### config.mk
export PLATFORM = sky130hd
export DESIGN_NAME = spi_response_serializer
export DESIGN_NICKNAME = d
export VERILOG_FILES = /design/src/rtl/spi_resp_pkg.sv /design/src/rtl/spi_resp_snapshot.sv /design/src/rtl/spi_response_serializer.sv
export SDC_FILE = /design/constraint.sdc
export NUM_CORES = 1
export LEC_CHECK = 0
export ABC_AREA = 0
export BUFFER_PORTS_ARGS = -buffer_cell sky130_fd_sc_hd__clkbuf_2
export CAP_MARGIN = 20
export CORE_AREA = 2 2 93 95
export DETAILED_ROUTE_END_ITERATION = 6
export DIE_AREA = 0 0 95 97
export PLACE_DENSITY = 0.72
export SKIP_LAST_GASP = 1
export SYNTH_ARGS = -nofsm -noshare
export SYNTH_HDL_FRONTEND = slang
export SYNTH_SLANG_ARGS = --single-unit
### constraint.sdc
create_clock -name sysClk -period 2.3 [get_ports sysClk]
set_input_delay 0.115 -clock sysClk [delete_from_list [all_inputs] [get_ports sysClk]]
set_output_delay 0.115 -clock sysClk [all_outputs]
set_load 0.005 [all_outputs]
### src/rtl/spi_resp_pkg.sv
// Shared constants and types for the SPI response serializer.
package spi_resp_pkg;

  localparam logic [7:0] ADDR_STATUS  = 8'h10;
  localparam logic [7:0] ADDR_NUMIMG  = 8'h11;
  localparam logic [7:0] ADDR_JPGSIZE = 8'h12;
  localparam logic [7:0] ADDR_ERROR   = 8'h13;
  localparam logic [7:0] HDR_UNKNOWN  = 8'hFF;

  localparam int MAX_LEN   = 3;
  localparam int PAYLOAD_W = MAX_LEN * 8;

  typedef enum logic [2:0] {
    ST_IDLE,
    ST_HDR,
    ST_LEN,
    ST_PAYLOAD,
    ST_CSUM
  } state_t;

  // Pick payload byte number idx (0 = least significant) out of the right-aligned payload vector.
  function automatic logic [7:0] payload_byte(input logic [PAYLOAD_W-1:0] payload,
                                              input logic [1:0] idx);
    logic [7:0] sel;
    case (idx)
      2'd0:    sel = payload[7:0];
      2'd1:    sel = payload[15:8];
      2'd2:    sel = payload[23:16];
      default: sel = 8'h00;
    endcase
    return sel;
  endfunction

endpackage

### src/rtl/spi_resp_snapshot.sv
// Address decode: turns a register address into the frame header, payload length
// and a right-aligned payload vector (most significant byte is transmitted first).
module spi_resp_snapshot
  import spi_resp_pkg::*;
(
  input  logic [7:0]           addr,
  input  logic [3:0]           status_bits,
  input  logic [15:0]          num_img_stored,
  input  logic [23:0]          jpg_size,
  input  logic [15:0]          err_index,
  input  logic                 err_camid,
  input  logic [5:0]           err_flags,
  output logic [7:0]           hdr,
  output logic [1:0]           len,
  output logic [PAYLOAD_W-1:0] payload,
  output logic                 unknown
);

  // Map each known address to its length and payload; anything else becomes an empty frame.
  always_comb begin
    hdr     = addr;
    len     = 2'd0;
    payload = '0;
    unknown = 1'b0;
    case (addr)
      ADDR_STATUS: begin
        len     = 2'd1;
        payload = {16'h0000, 4'h0, status_bits};
      end
      ADDR_NUMIMG: begin
        len     = 2'd2;
        payload = {8'h00, num_img_stored};
      end
      ADDR_JPGSIZE: begin
        len     = 2'd3;
        payload = jpg_size;
      end
      ADDR_ERROR: begin
        len     = 2'd3;
        payload = {err_index, err_camid, 1'b0, err_flags};
      end
      default: begin
        hdr     = HDR_UNKNOWN;
        unknown = 1'b1;
      end
    endcase
  end

endmodule

### src/rtl/spi_response_serializer.sv
// Serializes a framed register read response (HDR, LEN, payload, XOR checksum)
// to the SPI transmit path over a valid/ready handshake.
module spi_response_serializer
  import spi_resp_pkg::*;
(
  input  logic        sysClk,
  input  logic        sysRst_n,
  input  logic        read_req,
  input  logic [7:0]  read_addr,
  input  logic        spi_cs_active,
  input  logic [3:0]  status_bits,
  input  logic [15:0] num_img_stored,
  input  logic [23:0] jpg_size,
  input  logic [15:0] err_index,
  input  logic        err_camid,
  input  logic [5:0]  err_flags,
  output logic [7:0]  tx_byte,
  output logic        tx_valid,
  input  logic        tx_ready,
  output logic        busy,
  output logic        frame_done,
  output logic        req_dropped,
  output logic        unknown_addr
);

  state_t               state;
  state_t               next_state;

  logic [7:0]           dec_hdr;
  logic [1:0]           dec_len;
  logic [PAYLOAD_W-1:0] dec_payload;
  logic                 dec_unknown;

  logic [7:0]           snap_hdr;
  logic [1:0]           snap_len;
  logic [PAYLOAD_W-1:0] snap_payload;
  logic [1:0]           byte_cnt;
  logic [7:0]           csum;

  logic                 accept;
  logic                 aborting;
  logic                 handshake;

  spi_resp_snapshot u_snapshot (
    .addr           (read_addr),
    .status_bits    (status_bits),
    .num_img_stored (num_img_stored),
    .jpg_size       (jpg_size),
    .err_index      (err_index),
    .err_camid      (err_camid),
    .err_flags      (err_flags),
    .hdr            (dec_hdr),
    .len            (dec_len),
    .payload        (dec_payload),
    .unknown        (dec_unknown)
  );

  // A dropped chip-select wins over any handshake in the same cycle.
  assign accept    = (state == ST_IDLE) && read_req;
  assign aborting  = (state != ST_IDLE) && !spi_cs_active;
  assign handshake = tx_valid && tx_ready && spi_cs_active;

  // State register.
  always_ff @(posedge sysClk or negedge sysRst_n) begin
    if (!sysRst_n) state <= ST_IDLE;
    else           state <= next_state;
  end

  // Frame sequencing; each step waits for a completed handshake, abort overrides all.
  always_comb begin
    next_state = state;
    case (state)
      ST_IDLE:    if (read_req)  next_state = ST_HDR;
      ST_HDR:     if (handshake) next_state = ST_LEN;
      ST_LEN:     if (handshake) next_state = (snap_len == 2'd0) ? ST_CSUM : ST_PAYLOAD;
      ST_PAYLOAD: if (handshake && (byte_cnt == 2'd0)) next_state = ST_CSUM;
      ST_CSUM:    if (handshake) next_state = ST_IDLE;
      default:    next_state = ST_IDLE;
    endcase
    if (aborting) next_state = ST_IDLE;
  end

  // Byte presented in each state; depends only on registered values so it holds while stalled.
  always_comb begin
    tx_byte  = 8'h00;
    tx_valid = 1'b0;
    busy     = 1'b0;
    case (state)
      ST_HDR: begin
        tx_byte  = snap_hdr;
        tx_valid = 1'b1;
        busy     = 1'b1;
      end
      ST_LEN: begin
        tx_byte  = {6'b000000, snap_len};
        tx_valid = 1'b1;
        busy     = 1'b1;
      end
      ST_PAYLOAD: begin
        tx_byte  = payload_byte(snap_payload, byte_cnt);
        tx_valid = 1'b1;
        busy     = 1'b1;
      end
      ST_CSUM: begin
        tx_byte  = csum;
        tx_valid = 1'b1;
        busy     = 1'b1;
      end
      default: begin
        tx_byte  = 8'h00;
        tx_valid = 1'b0;
        busy     = 1'b0;
      end
    endcase
  end

  // Snapshot capture on accept, running checksum and payload countdown on each accepted byte.
  always_ff @(posedge sysClk or negedge sysRst_n) begin
    if (!sysRst_n) begin
      snap_hdr     <= 8'h00;
      snap_len     <= 2'd0;
      snap_payload <= '0;
      byte_cnt     <= 2'd0;
      csum         <= 8'h00;
    end else if (accept) begin
      snap_hdr     <= dec_hdr;
      snap_len     <= dec_len;
      snap_payload <= dec_payload;
      byte_cnt     <= 2'd0;
      csum         <= 8'h00;
    end else if (aborting) begin
      snap_hdr     <= 8'h00;
      snap_len     <= 2'd0;
      snap_payload <= '0;
      byte_cnt     <= 2'd0;
      csum         <= 8'h00;
    end else if (handshake) begin
      if (state != ST_CSUM) csum <= csum ^ tx_byte;
      if ((state == ST_LEN) && (snap_len != 2'd0)) byte_cnt <= snap_len - 2'd1;
      if ((state == ST_PAYLOAD) && (byte_cnt != 2'd0)) byte_cnt <= byte_cnt - 2'd1;
    end
  end

  // Registered one-cycle status pulses.
  always_ff @(posedge sysClk or negedge sysRst_n) begin
    if (!sysRst_n) begin
      frame_done   <= 1'b0;
      req_dropped  <= 1'b0;
      unknown_addr <= 1'b0;
    end else begin
      frame_done   <= handshake && (state == ST_CSUM);
      req_dropped  <= read_req && (state != ST_IDLE);
      unknown_addr <= accept && dec_unknown;
    end
  end

endmodule
# Word-level counts from Yosys, hierarchy flattened
# Index checks and enable logic that the tools add are counted.
totals:
  n_memories: 0
  word_cells: 85
  out_inout_bits: 13
  latchBits: 0
  mem_bits_rw: 0
  romBits: 0
  reg_bits: 50
op_classes:
  mul: 0
  n_eq_ne: 16
  addsub: 2
  n_bitwise: 1
  mux: 30
  reduce_logical: 27
  order_cmp: 0
  div_mod_pow: 0
  n_shift: 0
op_table:
  columns: ["op", "count"]
  rows:
  - ["one-hot mux 24 bit (4 select lines)", 1]
  - ["2-to-1 mux 8 bit", 7]
  - ["2-to-1 mux 24 bit", 2]
  - ["equality test 8 x 5 -> 1 bit, second input constant", 4]
  - ["one-hot mux 8 bit (4 select lines)", 1]
  - ["one-hot mux 8 bit (3 select lines)", 1]
  - ["2-to-1 mux 3 bit", 7]
  - ["!= test 3 bit, second input constant", 6]
  - ["one-hot mux 3 bit (5 select lines)", 1]
  - ["2-to-1 mux 2 bit", 7]
  - ["logical AND 1 bit", 10]
  - ["nonzero test 3 bit", 3]
  - ["OR reduction 4 bit", 2]
  - ["bitwise XOR 8 bit", 1]
  - ["equality test 3 x 2 -> 1 bit, second input constant", 2]
  - ["one-hot mux 2 bit (3 select lines)", 1]
  - ["nonzero test 2 bit", 3]
  - ["AND reduction 5 bit", 1]
  - ["logical NOT 2 bit", 2]
  - ["AND reduction 2 bit", 2]
  - ["nonzero test 4 bit", 1]
  - ["subtractor 2 x 1 -> 2 bit, second input constant", 2]
  - ["equality test 3 x 1 -> 1 bit, second input constant", 1]
  - ["equality test 3 bit, second input constant", 1]
  - ["6 further kinds", 7]

# Longest topological paths before layout
# Gate-level depths: netlist of run 1.
logic_depth:
  depth_word: 9
  mapped_depth: 8

# Modules after synthesis
# From an unflattened synthesis of run 1, not the netlist that was laid out.
hier_totals:
  hier_cells: 322
  area_unflattened_um2: 3298.2
modules_own_cells:
  columns: ["mod", "seq_area_each_um2", "cells_each", "n_inst", "area_each_um2"]
  rows:
  - ["spi_response_serializer", 1251.2, 237, 1, 2630.0]
  - ["spi_resp_snapshot", 0.0, 85, 1, 668.1]

# Least setup slack after synthesis of run 1
# OpenSTA, ideal clock, no wires.
synth_path:
  kind: "register -> register"
  from: "register byte_cnt[0]"
  to: "register state[0]"
  arrival_time_ns: 1.688
  required_time_ns: 2.175
  setup_time_ns: 0.125
  path_stages_with_launch: 9
  path_slack_ns: 0.487
  cell_sequence: "dfrtp_1 -> inv_1 -> ha_1 -> buf_2 -> or2b_1 -> a21oi_1 -> o21bai_1 -> nand2_1 -> mux2_2"
synth_between:
  elab_chain_len: 4
synth_rtl:
  columns: ["item", "line", "rtl"]
  rows:
  - ["start: declaration", "spi_response_serializer.sv:37", "logic [1:0] byte_cnt;"]
  - ["start signal: assignment", "spi_response_serializer.sv:139", "if ((state == ST_LEN) && (snap_len != 2'd0)) byte_cnt <= snap_len - 2'd1;"]
  - ["start signal: assignment", "spi_response_serializer.sv:140", "if ((state == ST_PAYLOAD) && (byte_cnt != 2'd0)) byte_cnt <= byte_cnt - 2'd1;"]
  - ["logical NOT 2 bit", "spi_response_serializer.sv:76", "ST_PAYLOAD: if (handshake && (byte_cnt == 2'd0)) next_state = ST_CSUM;"]
  - ["logical AND 1 bit", "spi_response_serializer.sv:76", null]
  - ["!= test 3 bit (no line)", null, null]
  - ["AND reduction 5 bit (no line)", null, null]
  - ["end signal: assignment", "spi_response_serializer.sv:66", "else state <= next_state;"]
  - ["end: declaration", "spi_response_serializer.sv:26", "state_t state;"]
# Every way passes these cells.
# A chain may end at the register's enable or synchronous reset.

# Final worst setup path of run 1
layout_path:
  from: "register byte_cnt[0]"
  to: "output tx_byte[3]"
layout_between:
  elab_chain_len: 3
  elab_cells_between_ends: 5
  cone_classes: "eq/ne: 2; mux: 2; reduce/logical: 1"
layout_rtl:
  columns: ["item", "line", "rtl"]
  rows:
  - ["equality test 2 bit, or another cell as far along", "spi_resp_pkg.sv:25", "case (idx)"]
  - ["one-hot mux 8 bit (3 select lines) (*)", "spi_resp_pkg.sv:25", null]
  - ["one-hot mux 8 bit (4 select lines) (*)", "spi_response_serializer.sv:88", "case (state)"]
  - ["end: declaration", "spi_response_serializer.sv:17", "output logic [7:0] tx_byte,"]
# Every way passes the cells marked *; elsewhere a longest branch is shown, timed or not.

==> results by group, run 1 <==
Outcome
  – Status: completed

Setup path
  – Crit path launch type: flip-flop
  – Worst Path Arrival: 2.02 ns
  – Critical path class: reg -> out
  – Critical-path maximum fanout: 11
  – Worst path required time: around 2.2 ns
  – CP Capture Type: output port

Yosys
  – Distinct cells, synth: between 50 and 60
  – Post-Synthesis Cells: 295
  – Synth area leaders: dfrtp_1 41%, nand2_1 5.6%, mux2i_1 5.6%
  – Synth Area in Compound Gates: 21.17%
  – Largest family of logic cells by synthesized area: compound AO/OA/AOI/OAI gates
  – Part of the Yosys area used for sequential elements: 40.87%
  – Synth Cell Area: 0.003062 mm²
  – Top-area cell type share of the netlist area: just over 40%
  – Synth Flop Type: dfrtp_1
  – Synth Area in Simple Gates: 16.39%
  – Syn. warnings: 0
  – Asr flop ratio synth: 100.0%
  – Mux share of post-synthesis cell area: 13.36%
  – Largest area contributor in the netlist: dfrtp_1
  – Syn avg cell area: 10.38 µm²
  – Synth Area in XOR/XNOR: 0%
  – Fraction of the mapped netlist area in adder cells: 2.043%
  – Post-synth EDFFs: 0
  – Synthesized net count: 380
  – FF+latch count, synth: 50

Die
  – Die Height: 97 µm
  – # IOs: 93
  – Total core area: 0.008134 mm²
  – Die ar.: 0.009215 mm²
  – Starting Density: 37.64%
  – Row count: 33
  – Die Wd: 95 µm

Power
  – Max VDD drop: 0.0002581 V
  – PwrDens: around 800 mW/mm²
  – P_sw: 1.099 mW
  – Clock Power Share: 18.9%
  – Seq pwr share: 39.5%
  – P_leak: 1.776 nW
  – Comb pwr share: 41.7%
  – Sw Share: 36.62%
  – Pint: 1.903 mW

Clocking
  – Clock Latency Late Sink: approximately 0.31 ns
  – Post-CTS Setup Inserts: 0
  – Total CTS buffers: 5
  – Clock root cell: clkbuf_8
  – Reg clk slew, reported paths: 0.09 ns
  – Clock sinks: 50
  – CTS tree: yes
  – H-Tree Depth: 2
  – Max clock buf depth: 2

Place
  – I/O Buffers: 92
  – DP HPWL: around 6.2 mm
  – Placed cell area: ~0.0036 mm²
  – RD Place Congestion: 0.8802

Timing
  – Max-slew violation count: 0
  – Slew HR: 58.18%
  – RSZ-0062 raised after global routing: false
  – Fin Clk Skew: 0.006098 ns
  – Worst-Margin Slew: roughly 0.63 ns
  – TNS Setup: 0 ns
  – Final setup fails: 0
  – Final worst-path cycle share: 92.92%
  – Final Hold Vio Count: 0
  – Min cycle time layout: approximately 2.1 ns
  – Max Freq: 0.4679 GHz

Layout
  – Most common cell after layout, fill and taps aside: clkbuf_2
  – Area growth syn-to-layout: 21.90%
  – Area occupied by registers: 0.001252 mm²
  – Area of the multi-input gates: between 0.0015 and 0.002 mm²
  – Most frequent cells in the layout: 92 x clkbuf_2, 49 x dfrtp_1, 46 x nand2_1, 25 x o21ai_0, 19 x a22oi_1
  – Final Cell Area: around 0.0037 mm²
  – ANT cells: 0
  – Nets@finish: 470
  – Share of cells above drive strength 1: 39.38%
  – FILL cells: just under 800

Detailed routing
  – DRT antenna net count: 0
  – DRC viols: 0
  – Via density per instance: 5.385
  – Detailed-route wire length: 7.922 mm
  – Via count: 2644
  – DR WL/cell: approximately 16 µm
  – TritonRoute pass-1 iters: 6
  – DRT iter0 DRCs: 223

Global route
  – First-pass GRT wire length: 13.23 mm
  – Overall global routing resource usage: a little under a fifth
  – Largest net degree at the start of global routing: 24
  – Initial antenna violation count: 0
  – Remaining Overflow, GRT: 0
  – Vias in the first global route: 2693

Run
  – Max-cap viol count: 0

Worst hold path
  – Hold crit path type: in -> reg
-- through the flow --
stage / util (%) / std cells / hold WS [ns] / setup slack, ns / power (mW)
5_1_grt: 45.89 / 491 / 0.1261 / 0.05977 / 3.205
3_3_place_gp: 44.42 / 482 / 0.08358 / 0.3346 / 2.409
6_report: 45.89 / 491 / 0.09748 / 0.1628 / 3.002
3_5_place_dp: 44.42 / 482 / 0.08755 / 0.2635 / 2.458
4_1_cts: 45.84 / 491 / 0.09869 / 0.06027 / 3.024
2_1_floorplan: - / 295 / -0.1806 / 0.4870 / 2.087
-- cells in the mapped netlist, drive strengths merged (4+ instances only) --
| cell | count |
|---|---|
| a22oi | 19 |
| nand4b | 4 |
| nand2 | 47 |
| or2b | 6 |
| ha | 5 |
| nor2 | 9 |
| a222oi | 8 |
| mux4 | 4 |
| a21o | 6 |
| mux2 | 12 |
| inv | 6 |
| nor2b | 5 |
| a22o | 4 |
| clkbuf | 5 |
| buf | 19 |
| dfrtp | 50 |
| a21oi | 6 |
| o22ai | 7 |
| mux2i | 18 |
| o21ai | 26 |
-- final timing paths --
kind	from	endpoint	slack, ns	depth (start not counted)
worst max-delay path	byte_cnt[0]	tx_byte[3]	0.16	5
worst min-delay path	jpg_size[16]	snap_payload[16]	0.1	3
worst max register to register	state[2]	csum[6]	0.25	5
worst min register to register	snap_hdr[3]	snap_hdr[3]	0.49	1
max in group asynchronous	sysRst_n	snap_payload[19]	1.37	3
min in group asynchronous	sysRst_n	csum[5]	0.28	2
-- sequential cells by signal, indices dropped and copies added, names as in the netlist, 2 cells and up --
name and count:
snap_payload 24, snap_hdr 8, state 3, snap_len 2, csum 8, byte_cnt 2
-- power by group through the flow --
stage               sequential [mW]  clock [mW]  combinational [mW]
global placement               1.19           0                1.22
floorplan                      1.15           0               0.938
global route                   1.21       0.612                1.39
CTS                            1.18       0.581                1.26
finish                         1.19       0.566                1.25
detailed placement             1.20           0                1.26
-- cell type report --
class                           instances  share of cell area, %
Inverter                                6                 0.6034
Tap cell                              105                  3.520
Clock buffer                            7                  2.581
Timing Repair Buffer                  107                  15.76
Sequential cell                        50                  33.56
Multi-Input combinational cell        215                  43.75
Clock inverter                          1                 0.2347
-- worst max-delay path, stage by stage (launching register included) --
cell and delay, ns:
dfrtp_2 0.43, inv_1 0.08, ha_1 0.33, a222oi_1 0.55, o22ai_2 0.18, clkbuf_2 0.15
-- kinds of logic after synthesis --
logic type | after synthesis
flip-flops | 50
multiplexers | 34
AND/OR/NAND/NOR | 90
buffers and inverters | 30
adder cells (fa/ha/maj) | 5
AO/OA/AOI/OAI | 86
-- layer usage --
layer	share of wire, %	track usage [%]	wire length [µm]	vias up
met5	0	0	0	-
met4	0.91	4.013	72	0
met3	8.6	4.128	682	6
met2	47	29.41	3748	126
met1	43	25.08	3419	1247
li1	-	-	-	1265
-- what timing repair did --
item,in CTS,in global routing
endpoints found under the setup margin,0,7
hold endpoints to repair,15,0
hold buffers,1,0
gates resized for setup,0,2
Note: power is estimated with default switching activity, not from simulation.
==> run 2, diff against run 1 <==
==> constraint.sdc (replaced) <==
create_clock -name sysClk -period 2.3 [get_ports sysClk]
set_input_delay 0.115 -clock sysClk [delete_from_list [all_inputs] [get_ports sysClk]]
set_output_delay 0.115 -clock sysClk [all_outputs]
set_load 0.01 [all_outputs]
==> run 2 against run 1 <==
Clock power grew 12%. Sequential power about the same. Non-clock buffer count did not move. Die area did not move. Sequential share of layout area down 0.067 points. Final cell count fell by 0.20%.
==> results by group, run 2 (synthesis gave the netlist of run 1 again) <==
Setup path
  – Setup crit start: byte_cnt[0]
  – Crit path launch type: flip-flop
  – Critical-path maximum fanout: 11
  – Worst path required time: 2.18 ns
  – Worst flop-to-flop path startpoint: state[2]
  – Reg2reg path depth: 5
  – CP Capture Type: output port
  – Critical Path End: tx_byte[0]
  – Worst Path Arrival: 1.98 ns
  – Worst R2R Setup Slack: 0.27 ns
  – R2r endpoint: byte_cnt[0]
  – Critical path class: reg -> out

Place
  – DP HPWL: 6.129 mm
  – Setup WS pre-CTS: 0.2968 ns
  – I/O Buffers: 92
  – RD Place Congestion: 0.8768

Clocking
  – CTS tree: yes
  – Post-CTS Setup Inserts: 0
  – Clock root cell: clkbuf_8
  – Reg clk slew, reported paths: 0.09 ns
  – Max clock buf depth: 2
  – Total CTS buffers: 5
  – Clock sinks: 50
  – Clock Latency Late Sink: 0.30 ns
  – H-Tree Depth: 2

Global route
  – Initial antenna violation count: 0
  – Remaining Overflow, GRT: 0
  – First-pass GRT wire length: 13.18 mm
  – Overall global routing resource usage: ~18%
  – Largest net degree at the start of global routing: 24
  – Vias in the first global route: about 2700

Layout
  – Most common cell after layout, fill and taps aside: clkbuf_2
  – Largest registers: snap_payload x24, csum x8, snap_hdr x8
  – FILL cells: 763
  – Max FFs per register: 24
  – Most frequent cells in the layout: 92 x clkbuf_2, 49 x dfrtp_1, 46 x nand2_1, 25 x o21ai_0, 19 x a22oi_1
  – Area occupied by registers: 0.001252 mm²
  – Area of the multi-input gates: approximately 0.0016 mm²
  – Share of cells above drive strength 1: 39.22%
  – ANT cells: 0
  – Area growth syn-to-layout: 22.15%
  – Post-Route Utilization: ~46%
  – Most flop-heavy register: snap_payload
  – Nets@finish: between 400 and 500

Detailed routing
  – DRT iter0 DRCs: 151
  – DRC viols: 0
  – DR WL/cell: 15.96 µm
  – TritonRoute pass-1 iters: 7
  – Detailed-route wire length: 7.822 mm
  – Via count: ~2600
  – DRT antenna net count: 0
  – Via density per instance: around 5.4

Die
  – Die Wd: 95 µm
  – Starting Density: between 30% and 40%
  – Row count: 33
  – # IOs: 93
  – Die ar.: 0.009215 mm²
  – Die Height: 97 µm
  – Total core area: roughly 0.0081 mm²

Power
  – Sw Share: 36.09%
  – Clock Power Share: 20.4%
  – Seq pwr share: 38.2%
  – P_sw: 1.116 mW
  – PwrDens: roughly 830 mW/mm²
  – P_leak: between 1.5 and 2 nW
  – Pint: 1.976 mW
  – Max VDD drop: 0.0002732 V
  – Comb pwr share: 41.4%

Timing
  – TNS Setup: 0 ns
  – Max Freq: between 0.4 and 0.5 GHz
  – Final setup fails: 0
  – Min cycle time layout: 2.096 ns
  – Worst setup margin: roughly 0.20 ns
  – Final worst-path cycle share: 91.12%
  – Worst-Margin Slew: between 0.6 and 0.7 ns
  – Fin Clk Skew: 0.007795 ns
  – Slew HR: 59.82%
  – RSZ-0062 raised after global routing: false
  – Max-slew violation count: 0
  – Final Hold Vio Count: 0

Worst hold path
  – Hold crit path type: in -> reg
  – Min-delay src: err_index[8]

Run
  – Max-cap viol count: 0

Outcome
  – Status: completed
## run 2: cell count changes in the layout (fill, tap and decap cells not counted)
cell       delta
clkinv_4      -1
clkbuf_8      -1
bufinv_16     +1
## run 2: worst max-delay path, stage by stage, from the launching register on
cell and delay (ns):
dfrtp_2 0.44, inv_1 0.08, ha_1 0.32, a222oi_1 0.38, or2_0 0.18, o211ai_2 0.12, clkbuf_2 0.17
## run 2: power by group through the flow
stage / registers, mW / clock network (mW) / logic (mW)
global placement: 1.19 / 0 / 1.26
finish: 1.18 / 0.632 / 1.28
global route: 1.20 / 0.678 / 1.43
detailed placement: 1.20 / 0 / 1.29
floorplan: 1.15 / 0 / 0.971
CTS: 1.18 / 0.646 / 1.29
## run 2: stage by stage
step | hold WS, ns | power [mW] | area (µm²) | instances
after detailed placement | 0.08364 | 2.481 | 3613 | 482
final | 0.1070 | 3.092 | 3740 | 490
after CTS | 0.1049 | 3.114 | 3736 | 490
after global placement | 0.08418 | 2.447 | 3613 | 482
after floorplan | -0.1806 | 2.124 | 3062 | 295
after global routing | 0.1434 | 3.304 | 3740 | 490
## run 2: worst min-delay path by stage
stage	to	cells past startpoint	slack, ns
after global placement	frame_done	1	0.08
after CTS	snap_payload[20]	3	0.10
after floorplan	byte_cnt[0]	0	-0.18
final	snap_payload[16]	3	0.11
after global routing	snap_payload[16]	3	0.14
after detailed placement	frame_done	1	0.08
## run 2: final cells by class
type	count	share of cell area, %
Timing Repair Buffer	107	15.72
Sequential cell	50	33.49
Inverter	6	0.6022
Multi-Input combinational cell	215	43.66
Tap cell	105	3.513
Clock buffer	6	2.208
Clock inverter	1	0.8029
## run 2: metal layers
metal,vias to the layer above,GRT usage [%],part of all wire (%)
met4,0,3.010,0.18
met5,-,0,0
met3,3,3.738,7.7
met2,114,29.35,48
met1,1250,25.01,44
li1,1267,-,-
## run 2: timing repair
item / CTS / global route
setup endpoints to repair: 0 / 8
gates resized for setup: 0 / 2
hold endpoints to repair: 15 / 0
hold buffers: 1 / 0
==> run 3, diff against run 2 <==
- CORE_AREA: 2 2 93 95 -> 2 2 97 99
- DIE_AREA: 0 0 95 97 -> 0 0 99 101
- GPL_TIMING_DRIVEN: default -> 0
- PLACE_DENSITY: 0.72 -> 0.68
==> run 3 against run 2 <==
Worst hold slack worse by 0.0072 ns. Clock-buffer cell count did not move. Maximum frequency decreased by 4.3%. Power up 2.1%. Core utilization is 3.8 points lower. Sequential share of layout area is 0.43 points lower. Critical path type unchanged. Critical endpoint is now tx_byte[5]. Largest cell class unchanged.
==> results by group, run 3 (synthesis gave the netlist of run 1 again) <==
Outcome
  – Status: completed

Place
  – Setup WS pre-CTS: 0.2689 ns
  – RD Place Congestion: 0.7802
  – I/O Buffers: 90
  – Placed cells: 497
  – DP HPWL: roughly 6.3 mm

Timing
  – Final worst-path cycle share: 95.23%
  – Max Freq: 0.4566 GHz
  – RSZ-0062 raised after global routing: false
  – Fin Clk Skew: 0.01370 ns
  – TNS Setup: 0 ns
  – Min cycle time layout: approximately 2.2 ns
  – Worst setup margin: 0.1097 ns
  – Worst-Margin Slew: 0.5769 ns
  – Final Hold Vio Count: 0
  – Max-slew violation count: 0
  – Final setup fails: 0
  – Slew HR: approximately three fifths

Layout
  – Share of cells above drive strength 1: 38.83%
  – Largest registers: snap_payload x24, csum x8, snap_hdr x8
  – Post-Route Utilization: 42.20%
  – Max FFs per register: 24
  – Most frequent cells in the layout: 90 x clkbuf_2, 49 x dfrtp_1, 46 x nand2_1, 25 x o21ai_0, 19 x a22oi_1
  – ANT cells: 0
  – Final cell count without fillers: around 510
  – Most common cell after layout, fill and taps aside: clkbuf_2
  – Most flop-heavy register: snap_payload
  – Nets@finish: around 480
  – Area growth syn-to-layout: 23.74%

Setup path
  – Worst path cell trace: inv_1 > ha_1 > buf_2 > a222oi_1 > o22ai_2 > clkbuf_2
  – Critical path class: reg -> out
  – CP Capture Type: output port
  – Worst path required time: between 2 and 2.5 ns
  – CP top delay family: compound AO/OA/AOI/OAI gates
  – Critical-path maximum fanout: 10
  – Crit path launch type: flip-flop
  – Worst Path Arrival: 2.08 ns
  – CP max stage cell: a222oi_1
  – CP bufs+invs: 3
  – Worst stage delay on the critical path: 0.53 ns

Detailed routing
  – DR WL/cell: 16.46 µm
  – DRC viols: 0
  – Via count: 2682
  – DRT iter0 DRCs: approximately 200
  – Detailed-route wire length: approximately 8.3 mm
  – DRT antenna net count: 0
  – Via density per instance: 5.311
  – TritonRoute pass-1 iters: 5

Clocking
  – Max clock buf depth: 2
  – Clock sinks: 50
  – Reg clk slew, reported paths: 0.10 ns
  – Clock root cell: clkbuf_8
  – Clock Latency Late Sink: about 0.31 ns
  – Total CTS buffers: 5
  – CTS tree: yes
  – H-Tree Depth: 2
  – Post-CTS Setup Inserts: 0

Global route
  – Met2 usage: 27.60%
  – Met3 Use GR: 2.080%
  – Vias in the first global route: 2653
  – Overall global routing resource usage: 16.59%
  – Remaining Overflow, GRT: 0
  – Met1 usage: a little under a quarter
  – First-pass GRT wire length: 13.14 mm
  – Largest net degree at the start of global routing: 34
  – Gr busiest metal: met2
  – Initial antenna violation count: 0

Power
  – P_sw: 1.166 mW
  – Comb pwr share: 42.9%
  – Power, Total: 3.157 mW
  – Max VDD drop: between 0.0003 and 0.0004 V
  – PwrDens: 833.2 mW/mm²
  – Sw Share: 36.93%
  – Clock Power Share: 20.1%
  – Seq pwr share: 37.0%
  – Pint: 1.991 mW
  – P_leak: between 1.5 and 2 nW

Die
  – Starting Density: between 30% and 40%
  – Total core area: 0.008977 mm²
  – # IOs: 93
  – Row count: 35
  – Die Wd: between 90 and 100 µm
  – Die Height: 101 µm
  – Die ar.: 0.009999 mm²

Worst hold path
  – Hold crit path type: in -> reg

Run
  – Max-cap viol count: 0
run 3: cell types whose count changed in the layout (fill, tap and decap cells not counted), moves of 2 or more:
cell      before  now
clkbuf_1       0    5
clkbuf_2      92   90
buf_6          0    5
buf_4         13    5
buf_2          0    7
run 3: final timing paths:
path | start | endpoint | slack (ns) | cells after the start
max in group asynchronous | sysRst_n | byte_cnt[0] | 1.42 | 3
worst min-delay path | num_img_stored[6] | snap_payload[6] | 0.1 | 3
worst max register to register | byte_cnt[0] | csum[5] | 0.35 | 7
worst min register to register | snap_payload[17] | snap_payload[17] | 0.49 | 2
min in group asynchronous | sysRst_n | req_dropped | 0.29 | 2
worst max-delay path | byte_cnt[0] | tx_byte[5] | 0.11 | 6
run 3: power groups by stage:
stage               sequential [mW]  clock, mW  combinational [mW]
finish                         1.17      0.634                1.36
floorplan                      1.15          0               0.971
detailed placement             1.18          0                1.36
CTS                            1.17      0.640                1.37
global route                   1.19      0.676                1.49
global placement               1.18          0                1.33
run 3: repair_timing:
action	4_1_cts	5_1_grt
pin swaps	1	3
gates resized for setup	0	2
endpoints found under the setup margin	1	6
hold buffers	1	0
hold endpoints to repair	17	0
run 3: area by class of cell:
cell class                 instances  area [µm²]
buffer                            23       162.7
clock buffer                       6       72.57
clock inverter                     2       37.54
fill                             886        5189
inverter                           6       22.52
multi-input combinational        215        1622
sequential                        50        1252
tap                              111       138.9
timing repair buffer              92       480.5
run 3: through the flow:
| stage | cell area, µm² | hold WS, ns |
|---|---|---|
| after floorplan | 3062 | -0.1806 |
| final | 3789 | 0.09980 |
| after global placement | 3651 | 0.4090 |
| after CTS | 3791 | 0.1033 |
| after detailed placement | 3671 | 0.1072 |
| after global routing | 3789 | 0.1180 |
run 3: metal layers:
| metal | part of all wire [%] | routed length, µm | up-vias |
|---|---|---|---|
| li1 | - | - | 1286 |
| met1 | 45 | 3712 | 1300 |
| met2 | 48 | 4030 | 89 |
| met3 | 5.9 | 491 | 7 |
| met4 | 0.97 | 81 | 0 |
| met5 | 0 | 0 | - |
run 3: tightest hold or removal path, stage by stage:
cell	delay (ns)
clkbuf_2	0.09
a21oi_1	0.05
o21ai_0	0.12
